===== config.mk =====
export PLATFORM = sky130hd
export DESIGN_NAME = core_sequencer
export DESIGN_NICKNAME = d
export VERILOG_FILES = /design/src/rtl/core_sequencer.sv
export SDC_FILE = /design/constraint.sdc
export NUM_CORES = 1
export LEC_CHECK = 0
export ABC_AREA = 1
export CAP_MARGIN = 5
export CORE_AREA = 2 2 88 56
export CTS_CLUSTER_DIAMETER = 150
export DETAILED_ROUTE_END_ITERATION = 8
export DIE_AREA = 0 0 90 58
export GPL_ROUTABILITY_DRIVEN = 1
export HOLD_SLACK_MARGIN = 0.12
export PLACE_DENSITY = 0.77
export REMOVE_ABC_BUFFERS = 1
export SYNTH_ARGS = -nofsm -noshare
export SYNTH_HDL_FRONTEND = slang
export SYNTH_SLANG_ARGS = --single-unit

===== constraint.sdc =====
create_clock -name clk -period 1.1 [get_ports clk]
set_input_delay 0.165 -clock clk [delete_from_list [all_inputs] [get_ports clk]]
set_output_delay 0.165 -clock clk [all_outputs]
set_load 0.005 [all_outputs]

===== src/rtl/core_sequencer.sv =====
// rtl/core_sequencer.sv - three-cycle fetch/decode/execute instruction sequencer
module core_sequencer #(
  parameter logic [7:0] PC_START = 8'h00
) (
  input  logic        clk,
  input  logic        rst_n,
  input  logic        start,
  output logic [7:0]  imem_addr,
  input  logic [15:0] imem_data,
  output logic [2:0]  alu_opcode,
  output logic [3:0]  ra_addr,
  output logic [3:0]  rb_addr,
  output logic [3:0]  write_addr,
  output logic [7:0]  write_data,
  output logic        write_en,
  output logic        alu_wb_sel,
  input  logic        alu_zero,
  input  logic        alu_carry,
  output logic        busy,
  output logic        halted,
  output logic        illegal
);

  typedef enum logic [2:0] {
    S_IDLE   = 3'd0,
    S_FETCH  = 3'd1,
    S_DECODE = 3'd2,
    S_EXEC   = 3'd3,
    S_HALT   = 3'd4
  } state_t;

  state_t      state;
  state_t      state_nxt;
  logic [7:0]  pc;
  logic [7:0]  pc_nxt;
  logic [7:0]  pc_inc;
  logic [15:0] ir;
  logic [15:0] ir_nxt;
  logic        flag_z;
  logic        flag_z_nxt;
  logic        flag_c;
  logic        flag_c_nxt;
  logic        illegal_q;
  logic        illegal_nxt;
  logic [3:0]  opcode;

  assign opcode = ir[15:12];
  // 8-bit add: FF wraps to 00 with no side effect
  assign pc_inc = pc + 8'd1;

  // State and architectural registers; reset abandons any in-flight instruction
  always_ff @(posedge clk or negedge rst_n) begin
    if (!rst_n) begin
      state     <= S_IDLE;
      pc        <= PC_START;
      ir        <= 16'h0000;
      flag_z    <= 1'b0;
      flag_c    <= 1'b0;
      illegal_q <= 1'b0;
    end else begin
      state     <= state_nxt;
      pc        <= pc_nxt;
      ir        <= ir_nxt;
      flag_z    <= flag_z_nxt;
      flag_c    <= flag_c_nxt;
      illegal_q <= illegal_nxt;
    end
  end

  // Next-state/register update and datapath control; controls are only non-zero in EXEC
  always_comb begin
    state_nxt   = state;
    pc_nxt      = pc;
    ir_nxt      = ir;
    flag_z_nxt  = flag_z;
    flag_c_nxt  = flag_c;
    illegal_nxt = illegal_q;
    alu_opcode  = 3'd0;
    ra_addr     = 4'd0;
    rb_addr     = 4'd0;
    write_addr  = 4'd0;
    write_data  = 8'd0;
    write_en    = 1'b0;
    alu_wb_sel  = 1'b0;

    case (state)
      S_IDLE: begin
        if (start) begin
          state_nxt = S_FETCH;
          pc_nxt    = PC_START;
        end
      end

      S_FETCH: begin
        state_nxt = S_DECODE;
      end

      S_DECODE: begin
        // ROM output now reflects the address presented during FETCH
        ir_nxt    = imem_data;
        state_nxt = S_EXEC;
      end

      S_EXEC: begin
        state_nxt = S_FETCH;
        case (opcode)
          4'h0, 4'h1, 4'h2, 4'h3, 4'h4, 4'h5, 4'h6, 4'h7: begin
            alu_opcode = ir[14:12];
            write_addr = ir[11:8];
            ra_addr    = ir[7:4];
            rb_addr    = ir[3:0];
            alu_wb_sel = 1'b1;
            write_en   = 1'b1;
            flag_z_nxt = alu_zero;
            flag_c_nxt = alu_carry;
            pc_nxt     = pc_inc;
          end
          4'h8: begin
            write_addr = ir[11:8];
            write_data = ir[7:0];
            write_en   = 1'b1;
            pc_nxt     = pc_inc;
          end
          4'h9: pc_nxt = flag_z ? ir[7:0] : pc_inc;
          4'hA: pc_nxt = flag_c ? ir[7:0] : pc_inc;
          4'hB: pc_nxt = ir[7:0];
          4'hC: pc_nxt = pc_inc;
          4'hF: state_nxt = S_HALT;
          default: begin
            illegal_nxt = 1'b1;
            state_nxt   = S_HALT;
          end
        endcase
      end

      S_HALT: begin
        if (start) begin
          state_nxt   = S_FETCH;
          pc_nxt      = PC_START;
          illegal_nxt = 1'b0;
          flag_z_nxt  = 1'b0;
          flag_c_nxt  = 1'b0;
        end
      end

      default: begin
        state_nxt = S_IDLE;
      end
    endcase
  end

  assign imem_addr = pc;
  assign busy      = (state == S_FETCH) || (state == S_DECODE) || (state == S_EXEC);
  assign halted    = (state == S_HALT);
  assign illegal   = illegal_q;

endmodule


### Word-level counts from Yosys, hierarchy flattened

Index checks and enable logic that the tools add are counted.

* input bits: 21
* flip-flop bits (word level): 30
* output and inout port bits: 36
* word-level logic and storage cells: 73

* reductions and logical operators: 15
* multiplexer cells: 29
* equality and inequality tests: 22
* $add $sub $neg: 1

Operators with widths (count)
* $mux 8: 5
* $pmux 8 s4: 1
* $eq 4x4->1 const B: 6
* $mux 4: 6
* $eq 4x3->1 const B: 4
* $pmux 8 s2: 1
* $reduce_or 14->1: 1
* $reduce_or 13->1: 1
* $mux 3: 4
* $pmux 3 s4: 1
* $reduce_or 10->1: 1
* $reduce_and 3->1: 3
* $reduce_or 9->1: 1
* $add 8x1->8 const B: 1
* $eq 4x2->1 const B: 2
* $mux 1: 8
* $reduce_or 8->1: 1
* $eq 3x2->1 const B: 2
* $pmux 1 s2: 3
* $ne 5x2->1 const B: 1
* $eq 4x1->1 const B: 1
* $logic_not 4->1: 1
* $ne 2x1->1 const B: 2
* $ne 2x2->1 const B: 2
* 6 further kinds: 8

### Logic depth before layout (Yosys ltp)

* depth in word-level cells: 4
* depth in mapped cells: 10
* gate-level depth less buffers: 10

### Least setup slack after synthesis

OpenSTA, ideal clock, no wires.

* path type: register to output
* start point: register ir[13]
* end point: output port write_addr[0]
* data required time: 935 ps
* arrival: 1142 ps
* path buffers: 0
* stages on the path, launching flop included: 6
* path slack: -207 ps
* path through: dfrtp_1 nor2_4 nand4_2 nand2_1 inv_1 nor2_1

* longest elaborated chain between the ends: 4
* elaborated cells on any way between the ends: 12

Ends and longest elaborated chain
* from (decl): RTL line 37 `logic [15:0] ir;`
* from (signal assigned): RTL line 63 `ir <= ir_nxt;`
* $eq 4x4->1 (tied with other cells): RTL line 106 `case (opcode)`
* $reduce_or 9->1 (no line) (*)
* $mux 4 (*): RTL line 106
* $mux 4 (*): RTL line 86 `case (state)`
* to (decl): RTL line 13 `output logic [3:0] write_addr,`

Every way passes the cells marked *; elsewhere a longest branch is shown, timed or not.

### Worst setup path in the final report

* start point: register state[1]
* end point: output port write_en

* longest elaborated chain between the ends: 2

Ends and longest elaborated chain
* from (decl): RTL line 32 `state_t state;`
* from (signal assigned): RTL line 61 `state <= state_nxt;`
* $eq 3x2->1: RTL line 86
* $mux 1: RTL line 86
* to (decl): RTL line 15 `output logic write_en,`

No other way between the ends.

==> out/results.txt <==
WP data required -> 0.94 ns
total die area -> 5220 um^2
Critical Path AT -> 1.54 ns
GPL Wtd Cong -> 0.868
multi-input logic area -> 1270 um^2
Row Count -> 19
Post-Layout Inst Area -> 3520 um^2
clk buf depth -> 2
slowest cell on the critical path -> dfrtp_1
Core Util, Final -> 79.6%
asr flop ratio synth -> 100%
CTS tree -> built
Post-DP Area -> 2790 um^2
GRT Resource Usage Total -> 25.6%
cells along the critical path -> nand2_2 > nor2_4 > nand2_2 > buf_6 > nand2_2 > buf_4 > clkdlybuf4s15_2
unrepaired setup endpoints after global routing -> true
CTS Buf Count -> 5
fin crit period -> 1.70 ns
Max Clk Rate -> 588 MHz
Via Count -> 2359
Seq/Total Area, Yosys -> 41.3%
crit end category -> output port
I/O Pins -> 57
reg-to-reg startpoint -> state[1]
grt total ovfl -> 0
final antenna diode count -> 0
most used cell along the critical path -> nand2_2
Wirelength per Cell -> 16.7 um
Post-synth EDFFs -> 0
Post-DP HPWL -> 3.98 mm
final hold violation count -> 0
PD cells -> 3050 nW/um^2
Core ar. -> 4420 um^2
CTS Hold Bufs -> 0
later-pin clock latency in the skew report -> 0.30 ns
vias in the first global route -> 2242
setup violators final -> 59
FF+latch area -> 752 um^2
Startpoint Class -> flop
Filler Cell Count -> 283
layout cells sized above 1 -> 48.6%
max-cap viol count -> 0
initial antenna violation count -> 0
clk root buf -> clkbuf_8
Yosys Warn Count -> 0
Final Max Tran Viols -> 0
WL final -> 7.57 mm
clock transition at the registers of the reported paths -> 0.06 ns
leakage power -> 1.77 nW
I/O Buffers -> 56
post-synthesis register bit count -> 30
starting density of the core -> 41.1%
synth unique cells -> 27
P&R area growth vs syn -> 93.5%
crit share post-route -> 155%
Worst setup startpoint -> state[1]
CTS H-tree depth -> 2
syn avg cell area -> 6.97 um^2
largest net degree at the start of global routing -> 31
Die Ht -> 58 um
DRC errors left -> 0
Netlist Area Pre-Place -> 1820 um^2
violated checks -> setup timing
DRT Pass-1 Iters -> 5
Synth Instances -> 261
Final WS setup -> -0.600 ns
Chip Width -> 90 um
status -> complete, but fails checks
relative slew slack -> 81.1%
Worst Path Max Fanout -> 3
clock skew -> 0.0104 ns
CP peak stage delay -> 0.37 ns
Setup Crit Path Kind -> flop to output port
Clock Sinks -> 30
Main synth FF type -> dfrtp_1
Worst-Margin Slew -> 0.281 ns
Antenna Nets Post-Route -> 0
first-pass GRT wire length -> 10.6 mm
NumNets Final -> 410
post-place setup slack -> -0.615 ns
DR iter-0 viols -> 238
vias per cell -> 5.22
maximum vdd drop -> 0.00123 V
Hold Crit Class -> primary input to asynchronous set/reset pin
## cells by family (layout without fill, tap and decap cells)
family          Yosys count  in the layout  share of synthesized area [%]
flops                    30             30                           41.3
buf+inv                  39            167                           8.46
xor+xnor                  2              2                          0.964
compound gates           26             26                           7.85
simple gates            163            163                           40.7
fa+ha+maj                 1              1                          0.688
## state kept, by name, summed over array words and instances (netlist names)
register,count
illegal,1
imem_addr,8
flag_z,1
state,3
flag_c,1
ir,16
## report_power, final
part	switching, mW	leakage, nW	internal, mW	total [mW]
Combinational	3.98	1.34	3.36	7.35
Clock	0.486	0.0714	0.967	1.45
Sequential	0.336	0.352	1.61	1.94
## metrics by stage
step	total power, mW	TNS [ns]	instances	hold WS, ns
6_report	10.7	-25.79	452	0.232
5_1_grt	11.3	-27.96	452	0.253
4_1_cts	9.49	-19.92	452	0.251
3_5_place_dp	6.83	-20.39	419	0.515
3_3_place_gp	6.64	-18.11	419	0.499
2_1_floorplan	4.44	-10.13	257	-0.131
## final cells by class
| type | count | area share, % |
|---|---|---|
| clock inverters | 2 | 1.71 |
| multi-input cells | 192 | 36.2 |
| repair buffers | 124 | 32.2 |
| flip-flops and latches | 30 | 21.4 |
| inverters | 35 | 3.95 |
| well taps | 63 | 2.24 |
| clock buffers | 6 | 2.35 |
## cells in the mapped netlist (2+ instances only)
master	number	area [um^2]
nand2_1	69	259
nor2_1	54	203
dfrtp_1	30	751
inv_1	29	109
nand3_1	22	110
a21oi_1	19	95.1
buf_2	4	20.0
inv_2	4	15.0
nand3b_1	3	22.5
nor2_4	3	33.8
nand2_4	2	22.5
nand3_2	2	20.0
nand4_1	2	12.5
nor2_2	2	12.5
o21ai_0	2	10.0
o21bai_1	2	15.0
xnor2_1	2	17.5
## routing by layer
metal	GRT usage, %	routed length, um
met4	9.67	327
met1	31.9	2920
met2	43.8	3660
met3	6.50	661
met5	0	0
## worst max-delay path: cells and delay by family, from the launching register on
kind	cells	cell delay, ns
buf+inv	3	0.44
flops	1	0.37
simple gates	4	0.44
## final timing paths
check                                to  slack (ns)  cells after the start
min reg2reg                       ir[9]        0.55                      2
max reg2reg                imem_addr[2]       -0.53                      9
max in group asynchronous  imem_addr[2]        0.69                      2
min                              flag_c        0.23                      2
max                            write_en       -0.60                      7
min in group clk                 flag_z        0.44                      3
## placed cells by master, fill, tap and decap left out, types with 2 or more instances in the layout
| cell type | instances |
|---|---|
| nand2_4 | 6 |
| buf_12 | 4 |
| dfrtp_1 | 29 |
| buf_4 | 44 |
| a21oi_2 | 6 |
| xnor2_1 | 2 |
| bufinv_16 | 2 |
| nor2_4 | 28 |
| clkdlybuf4s15_2 | 2 |
| a21oi_1 | 13 |
| nand3b_1 | 3 |
| nand4_1 | 2 |
| nand2_2 | 9 |
| nand3_4 | 2 |
| clkbuf_16 | 2 |
| o21bai_1 | 2 |
| clkdlybuf4s15_1 | 7 |
| nand3_2 | 3 |
| buf_2 | 22 |
| inv_4 | 3 |
| inv_2 | 6 |
| clkdlybuf4s50_1 | 20 |
| nand2_1 | 56 |
| nor2_2 | 13 |
| buf_6 | 21 |
| nand3_1 | 19 |
| nor2_1 | 18 |
| clkbuf_8 | 6 |
| inv_1 | 25 |
## what timing repair did
| item | in CTS | in global routing |
|---|---|---|
| cloned | 1 | 2 |
| pin swaps | 23 | 17 |
| gates resized for setup | 196 | 61 |
| buffers inserted | 25 | 6 |
| setup endpoints to repair | 65 | 64 |
Power figures use the tool's default switching activity.
